$ cat src/rtl/clk_div_monitor.sv
// rtl/clk_div_monitor.sv - slow-clock edge strobes, period/high-time meter and lock monitor (optional CLK_DIV_MONITOR_SYNC_EN input synchronizer)
module clk_div_monitor #(
    parameter int CNT_W    = 8,
    parameter int LOCK_CNT = 4,
    parameter int TOL      = 0
) (
    input  logic             clk,
    input  logic             reset,
    input  logic             clk_in,
    output logic             rise_pulse,
    output logic             fall_pulse,
    output logic [CNT_W-1:0] period,
    output logic [CNT_W-1:0] high_time,
    output logic             period_valid,
    output logic             locked,
    output logic             lost
);
    typedef enum logic [1:0] {IDLE, MEASURE, TRACK, LOCKED} state_t;

    localparam logic [CNT_W-1:0] CNT_MAX = '1;
    localparam logic [CNT_W-1:0] CNT_ONE = CNT_W'(1);
    localparam logic [CNT_W:0]   TOL_W   = (CNT_W+1)'(TOL);
    localparam logic [3:0]       LOCK_W  = 4'(LOCK_CNT);

    logic smp;
    logic prev;
    logic armed;

`ifdef CLK_DIV_MONITOR_SYNC_EN
    logic sync1;
    logic sync2;

    // Two-flop synchronizer; left out of reset so a high clk_in stays high across reset
    always_ff @(posedge clk) begin
        sync1 <= clk_in;
        sync2 <= sync1;
    end
    assign smp = sync2;
`else
    assign smp = clk_in;
`endif

    state_t           state;
    logic [CNT_W-1:0] pcnt;
    logic [CNT_W-1:0] hcnt;
    logic [3:0]       mcnt;
    logic [3:0]       mcnt_inc;
    logic [CNT_W:0]   diff;
    logic             rise;
    logic             fall;
    logic             match;
    logic             timeout;

    // armed holds off a rise until clk_in has been seen low after reset
    assign rise     = smp & ~prev & armed;
    assign fall     = ~smp & prev;
    // pcnt is the newly measured period whenever rise is high
    assign diff     = (pcnt >= period) ? ({1'b0, pcnt} - {1'b0, period})
                                       : ({1'b0, period} - {1'b0, pcnt});
    assign match    = (diff <= TOL_W);
    assign mcnt_inc = mcnt + 4'd1;
    assign timeout  = (state != IDLE) && (pcnt == CNT_MAX) && !rise;

    // Edge detection and registered edge strobes
    always_ff @(posedge clk) begin
        if (reset) begin
            prev       <= 1'b0;
            armed      <= 1'b0;
            rise_pulse <= 1'b0;
            fall_pulse <= 1'b0;
        end else begin
            prev       <= smp;
            rise_pulse <= rise;
            fall_pulse <= fall;
            if (!smp) begin
                armed <= 1'b1;
            end
        end
    end

    // Period and high-time counters: restart at 1 on a rise, saturate at max
    always_ff @(posedge clk) begin
        if (reset) begin
            pcnt <= '0;
            hcnt <= '0;
        end else begin
            if (rise) begin
                pcnt <= CNT_ONE;
            end else if (pcnt != CNT_MAX) begin
                pcnt <= pcnt + CNT_ONE;
            end
            if (rise) begin
                hcnt <= CNT_ONE;
            end else if (smp && (hcnt != CNT_MAX)) begin
                hcnt <= hcnt + CNT_ONE;
            end
        end
    end

    // Measurement and lock FSM; a rise wins over a timeout in the same cycle
    always_ff @(posedge clk) begin
        if (reset) begin
            state        <= IDLE;
            period       <= '0;
            high_time    <= '0;
            period_valid <= 1'b0;
            locked       <= 1'b0;
            lost         <= 1'b0;
            mcnt         <= '0;
        end else begin
            lost <= 1'b0;
            if (fall && (state != IDLE)) begin
                high_time <= hcnt;
            end
            if (rise) begin
                case (state)
                    IDLE: begin
                        state <= MEASURE;
                    end
                    MEASURE: begin
                        period       <= pcnt;
                        period_valid <= 1'b1;
                        mcnt         <= '0;
                        state        <= TRACK;
                    end
                    TRACK: begin
                        period <= pcnt;
                        if (match) begin
                            mcnt <= mcnt_inc;
                            if (mcnt_inc == LOCK_W) begin
                                locked <= 1'b1;
                                state  <= LOCKED;
                            end
                        end else begin
                            mcnt <= '0;
                        end
                    end
                    LOCKED: begin
                        period <= pcnt;
                        if (!match) begin
                            locked <= 1'b0;
                            lost   <= 1'b1;
                            mcnt   <= '0;
                            state  <= TRACK;
                        end
                    end
                endcase
            end else if (timeout) begin
                lost         <= (state == LOCKED);
                locked       <= 1'b0;
                period_valid <= 1'b0;
                state        <= IDLE;
            end
        end
    end
endmodule

$ cat config.mk
export PLATFORM = sky130hd
export DESIGN_NAME = clk_div_monitor
export DESIGN_NICKNAME = d
export VERILOG_FILES = /design/src/rtl/clk_div_monitor.sv
export SDC_FILE = /design/constraint.sdc
export NUM_CORES = 1
export LEC_CHECK = 0
export ABC_AREA = 1
export CAP_MARGIN = 20
export CORE_ASPECT_RATIO = 0.6
export CORE_MARGIN = 2
export CORE_UTILIZATION = 30
export DETAILED_ROUTE_END_ITERATION = 10
export PLACE_DENSITY = 0.44
export SLEW_MARGIN = 20
export SYNTH_ARGS = -nofsm -noshare
export SYNTH_HDL_FRONTEND = slang
export SYNTH_SLANG_ARGS = --single-unit
$ cat constraint.sdc
create_clock -name clk -period 3.38 [get_ports clk]
set_input_delay 0.676 -clock clk [delete_from_list [all_inputs] [get_ports clk]]
set_output_delay 0.676 -clock clk [all_outputs]
set_load 0.01 [all_outputs]
==> results.yml, run 1 <==
yosys:
  yosys.area.top_type: "dfxtp_1"
  synth_area_leaders: "dfxtp_1 (33%), nand2_1 (12%), inv_1 (9.4%), ha_1 (8.6%), a21oi_1 (8.3%)"
  synth_cells: 410
  synth-edff-count: 0
  synth-seq-cells: 45
  synth_nets: 432
  ys_warn_count: 0
  ys_seq_area_frac: 0.327
  syn-cell-area_sq_um: 2760
  netlist_top_cells_count: "nand2_1 (90), inv_1 (69), a21oi_1 (46)"
  avgSynthCellArea_sq_um: 6.73
  async_reset_ff_frac: 0
  yosysUniqueCellTypes: 30
  yosysMostFrequentCell: "nand2_1"
  ys.flop_type: "dfxtp_1"
  netlist.area_leader.share: 0.327
drt:
  postRouteWirelength_um: 6820
  drc: 0
  ant_nets: 0
  drt-vias-per-instance: 4.53
  vias: 2516
  firstDrtPassIters: 4
  drt-initial-drc-count: 95
  wire_per_inst_um: 12.3
global_route:
  antenna_found_initial: 0
  grt_max_degree: 20
  grt_pass1_wl_um: 11400
  grt_pass1_vias: 2342
  grt_use_total: 0.145
  gr-total-overflow: 0
timing:
  hold_viol_final: 0
  maxSlewHeadroom: 0.620
  tns_ps: 0
  tightest_slew_ps: 570
  period_needed_ps: 2500
  finalCritPeriodShare: 0.739
  rsz0062_at_grt: "no"
  drv_slew: 0
  setup_viol: 0
  clock_skew_ps: 6.97
  max_freq_mhz: 400
cts:
  cts_max_path_buffers: 2
  clock_latency_ps: 280
  numCtsBuffers: 5
  cts.repair.resized: 0
  cts-root-buf: "clkbuf_16"
  postCtsHoldBufs: 0
  postCtsSetupRepairBufs: 0
  cts_tree: "yes"
  cts_sinks: 45
  h-tree-depth: 2
  clk_pin_slew_ps: 60
final_layout:
  syn_to_final_growth_pct: 19.0
  utilization: 0.363
  layout-drive-gt1-share: 0.0955
  nFillCells: 972
  final-seq-area_sq_um: 901
  multiInputGateArea_sq_um: 1560
  nets: 461
  antenna-diode-count: 0
die:
  dieArea_sq_um: 10000
  pin_count: 24
  die_y_um: 78.3
  rows: 27
  initial_core_util: 0.305
  core-area_sq_um: 9050
  die_x_um: 128
critical_path:
  max_stage_delay_ps: 410
  cp_cell_sequence: "inv_1, ha_1, nand2_1, nor2_2, nand3_1, nand3_1, nand2_1, nor2_2, nand3_2, nand2_4, nand3_2, nand2_2, inv_2, o211a_1"
  required_ps: 3550
  startpoint_type: "flip-flop"
  cp.arrival_ps: 2670
  crit_path_end_kind: "flip-flop"
  worstSetupPathType: "flip-flop to flip-flop"
  path_max_fanout: 7
  cpMaxStageDelayCell: "ha_1"
status:
  status: "finished, final reports clean"
power:
  peakVddDrop_mv: 0.193
  p_leak_uw: 0.00146
  power_per_cell_area_nw_per_um2: 369
placement:
  globalplace.congestion: 0.829
  hpwl_um: 5400
  io_buffers: 23
run:
  maxCapViolations: 0
worst_hold_path:
  min_path_type: "flip-flop to flip-flop"
final cells by class:
cell class                      count  area share
Clock buffer                        7      0.0404
Clock inverter                      1     0.00229
Inverter                           73      0.0834
Multi-Input combinational cell    287       0.476
Sequential cell                    45       0.274
Tap cell                          116      0.0442
Timing Repair Buffer               27      0.0792
stage by stage:
stage               area (sq um)  hold WS (ps)  setup WS [ps]  total power [uW]  std cells
finish                      3280           467            881              1210        556
detailed placement          3140           465            697               753        548
global placement            3140           452            785               755        548
floorplan                   2760           454           1240               700        410
CTS                         3280           474            917              1230        556
global route                3280           515            622              1280        556
critical path: cells and delay by family, from the launching register on:
kind | cells | cell delay [ps]
AND/OR/NAND/NOR | 10 | 1270
adder cells (fa/ha/maj) | 1 | 410
flip-flops | 1 | 380
AO/OA/AOI/OAI | 1 | 200
buffers and inverters | 2 | 130
metal layers:
metal / vias up / track usage / part of all wire
met2: 44 / 0.176 / 0.33
met4: 0 / 0.0385 / 0.0097
li1: 1373 / - / -
met1: 1092 / 0.234 / 0.60
met5: - / 0 / 0
met3: 7 / 0.0457 / 0.060
power by group:
part / total, uW / internal (uW) / switching [uW]
logic: 197 / 65.0 / 132
clock network: 468 / 274 / 194
registers: 547 / 539 / 7.46
worst paths after layout:
path                            cells past startpoint  slack [ps]           end    startpoint
worst max-delay path                               14         880       mcnt[3]     period[5]
worst min-delay path                                2         470  period_valid  period_valid
worst max register to register                     14         880       mcnt[3]     period[5]
worst min register to register                      2         470  period_valid  period_valid
cell usage in the layout, fill, tap and decap left out:
master,Yosys,layout
xor2_1,4,4
o21ai_4,1,1
nand2_2,7,7
inv_2,4,4
nor2_2,8,8
nand3_2,4,4
dfxtp_1,45,45
clkbuf_16,0,5
nand4_1,5,5
nor3_1,6,6
clkinvlp_4,0,1
clkbuf_1,3,2
nor3_2,1,1
o21ai_0,28,28
a211oi_2,1,1
nand3_1,28,28
clkdlybuf4s50_1,0,23
nor4_1,1,1
nand2_1,90,90
or2_2,1,1
inv_1,69,69
nor2_1,26,26
ha_1,19,19
a21oi_1,46,46
nand2_4,1,1
nor3_4,1,1
o21a_1,2,2
o21ai_1,2,2
or2_4,1,1
o211a_1,2,2
buf_4,0,4
a21oi_2,2,2
sequential cells by signal, summed over array words and instances, names as in the netlist, 2 cells and up:
| signal | count |
|---|---|
| hcnt | 8 |
| high_time | 8 |
| mcnt | 4 |
| pcnt | 8 |
| period | 8 |
| state | 2 |
logic make-up after synthesis:
group           count (synthesis)  synth area share
xor+xnor                        4            0.0127
compound gates                 84             0.167
simple gates                  180             0.301
buf+inv                        78             0.107
flops                          45             0.327
fa+ha+maj                      19            0.0862
Note: power is estimated with default switching activity, not from simulation.
==> run 2: changes to the inputs <==
Clock period 3.38 ns to 2.55 ns, I/O delays scaled along.
==> run 2 against run 1 <==
Final area increased by 1.6%. Global-route usage grew 0.15 points. Count of clock-buffer cells in the layout is the same. Sequential power rose by 33%. Fmax increased by 9.1%. Via count grew 0.95%. Critical path depth up 3. Register-to-register slack got worse by 620 ps. Final cell count increased by 0.18%. Setup slack worse by 620 ps. Sequential share of layout area is 0.36 points lower. Hold slack lost 1.2 ps.
==> results.yml, run 2 (same netlist as run 1, synthesis figures left out) <==
status:
  status: "finished, final reports clean"
die:
  dieArea_sq_um: 10000
  pin_count: 24
  die_x_um: 128
  initial_core_util: 0.305
  die_y_um: 78.3
  core-area_sq_um: 9050
  rows: 27
cts:
  cts_tree: "yes"
  numCtsBuffers: 5
  clock_latency_ps: 280
  h-tree-depth: 2
  cts_max_path_buffers: 2
  cts-root-buf: "clkbuf_16"
  postCtsSetupRepairBufs: 0
  clk_pin_slew_ps: 60
  cts_sinks: 45
timing:
  maxSlewHeadroom: 0.768
  tns_ps: 0
  finalCritPeriodShare: 0.898
  whs_ps: 466
  setup_viol: 0
  drv_slew: 0
  max_freq_mhz: 437
  tightest_slew_ps: 347
  period_needed_ps: 2290
  hold_viol_final: 0
  clock_skew_ps: 5.06
critical_path:
  cp.arrival_ps: 2460
  worst-path-buf-inv: 3
  reg2reg_slack_ps: 260
  max_stage_delay_ps: 400
  r2r_start: "pcnt[0]"
  r2r-end: "mcnt[3]"
  path_common_cell: "nand2_1"
  rr_worst_depth: 17
  cpMaxStageDelayCell: "dfxtp_1"
  worstSetupPathType: "flip-flop to flip-flop"
  required_ps: 2720
  path_max_fanout: 5
  crit_path_end_kind: "flip-flop"
  cp_cell_sequence: "inv_1, ha_1, inv_1, nand2_1, nand2_2, nand2_1, nand2_1, nand2_1, nor2_1, nand2_1, nor2_2, nand3_2, nand2_4, nand3_2, nand2_2, inv_2, o211a_1"
  startpoint_type: "flip-flop"
  cpLargestDelayFamily: "simple AND/OR/NAND/NOR gates"
run:
  maxCapViolations: 0
power:
  peakVddDrop_mv: 0.253
  power_per_cell_area_nw_per_um2: 487
  p_leak_uw: 0.00148
final_layout:
  syn_to_final_growth_pct: 21.0
  nFillCells: 981
  layout_commonest_cell: "nand2_1"
  layout-drive-gt1-share: 0.116
  layout_common_cells: "nand2_1 (88), inv_1 (69), a21oi_1 (46), dfxtp_1 (43)"
  fin_cells: 557
  nets: 463
  design_area_sq_um: 3340
  antenna-diode-count: 0
  utilization: 0.369
placement:
  hpwl_um: 5580
  place_area_sq_um: 3160
  io_buffers: 23
  place_inst: 550
  globalplace.congestion: 0.895
worst_hold_path:
  hp-start: "period_valid"
  worstHoldPathCells: 2
  whs_endpoint: "period_valid"
  min_path_type: "flip-flop to flip-flop"
global_route:
  grt_max_degree: 17
  grt_pass1_wl_um: 11500
  antenna_found_initial: 0
  gr-total-overflow: 0
  grt_use_total: 0.147
  grt_pass1_vias: 2252
drt:
  ant_nets: 0
  vias: 2540
  drt-vias-per-instance: 4.56
  firstDrtPassIters: 4
  drc: 0
  wire_per_inst_um: 12.4
  postRouteWirelength_um: 6890
  drt-initial-drc-count: 139
run 2: how the worst max path moves through the flow:
stage | endpoint | cells past startpoint | slack [ps] | startpoint
after global placement | locked | 17 | 170 | period[2]
after detailed placement | mcnt[0] | 14 | 160 | period[2]
final | mcnt[3] | 17 | 260 | pcnt[0]
after CTS | mcnt[0] | 14 | 150 | period[2]
after floorplan | mcnt[0] | 14 | 410 | period[2]
after global routing | locked | 20 | -0.9 | pcnt[0]
run 2: report_power, final:
| group | total, uW | leakage, uW | switching [uW] | internal, uW |
|---|---|---|---|---|
| clock | 638 | 0.0000700 | 253 | 385 |
| sequential | 725 | 0.000365 | 10.1 | 715 |
| combinational | 264 | 0.00104 | 175 | 89.4 |
| total | 1630 | 0.00148 | 437 | 1190 |
run 2: worst min-delay path: stages, from the launching register on:
cell and delay [ps]:
dfxtp_1 310, nand2_1 60, a21oi_1 50
run 2: metrics by stage:
step	total power [uW]	worst slack, ps
global route	1720	-0.910
finish	1630	259
detailed placement	999	162
floorplan	928	412
global placement	1000	165
CTS	1650	147
run 2: metal layers:
layer  vias up  part of all wire  GRT usage  routed length [um]
met4         0            0.0049     0.0264                  34
li1       1378                 -          -                   -
met3         5             0.048     0.0334                 329
met5         -                 0          0                   0
met2        40              0.35      0.182                2400
met1      1117              0.60      0.246                4120
run 2: cell type report:
cell class / instances / area, sq um / share of cell area
Multi-Input combinational cell: 287 / 1600 / 0.478
Sequential cell: 45 / 903 / 0.271
Timing Repair Buffer: 29 / 275 / 0.0825
Inverter: 73 / 274 / 0.0821
Tap cell: 116 / 145 / 0.0435
Clock buffer: 7 / 143 / 0.0427
run 2: repair_timing:
| item | 4_1_cts | 5_1_grt |
|---|---|---|
| gates resized for setup | 0 | 9 |
| hold buffers | 0 | 0 |
| setup endpoints to repair | 0 | 6 |
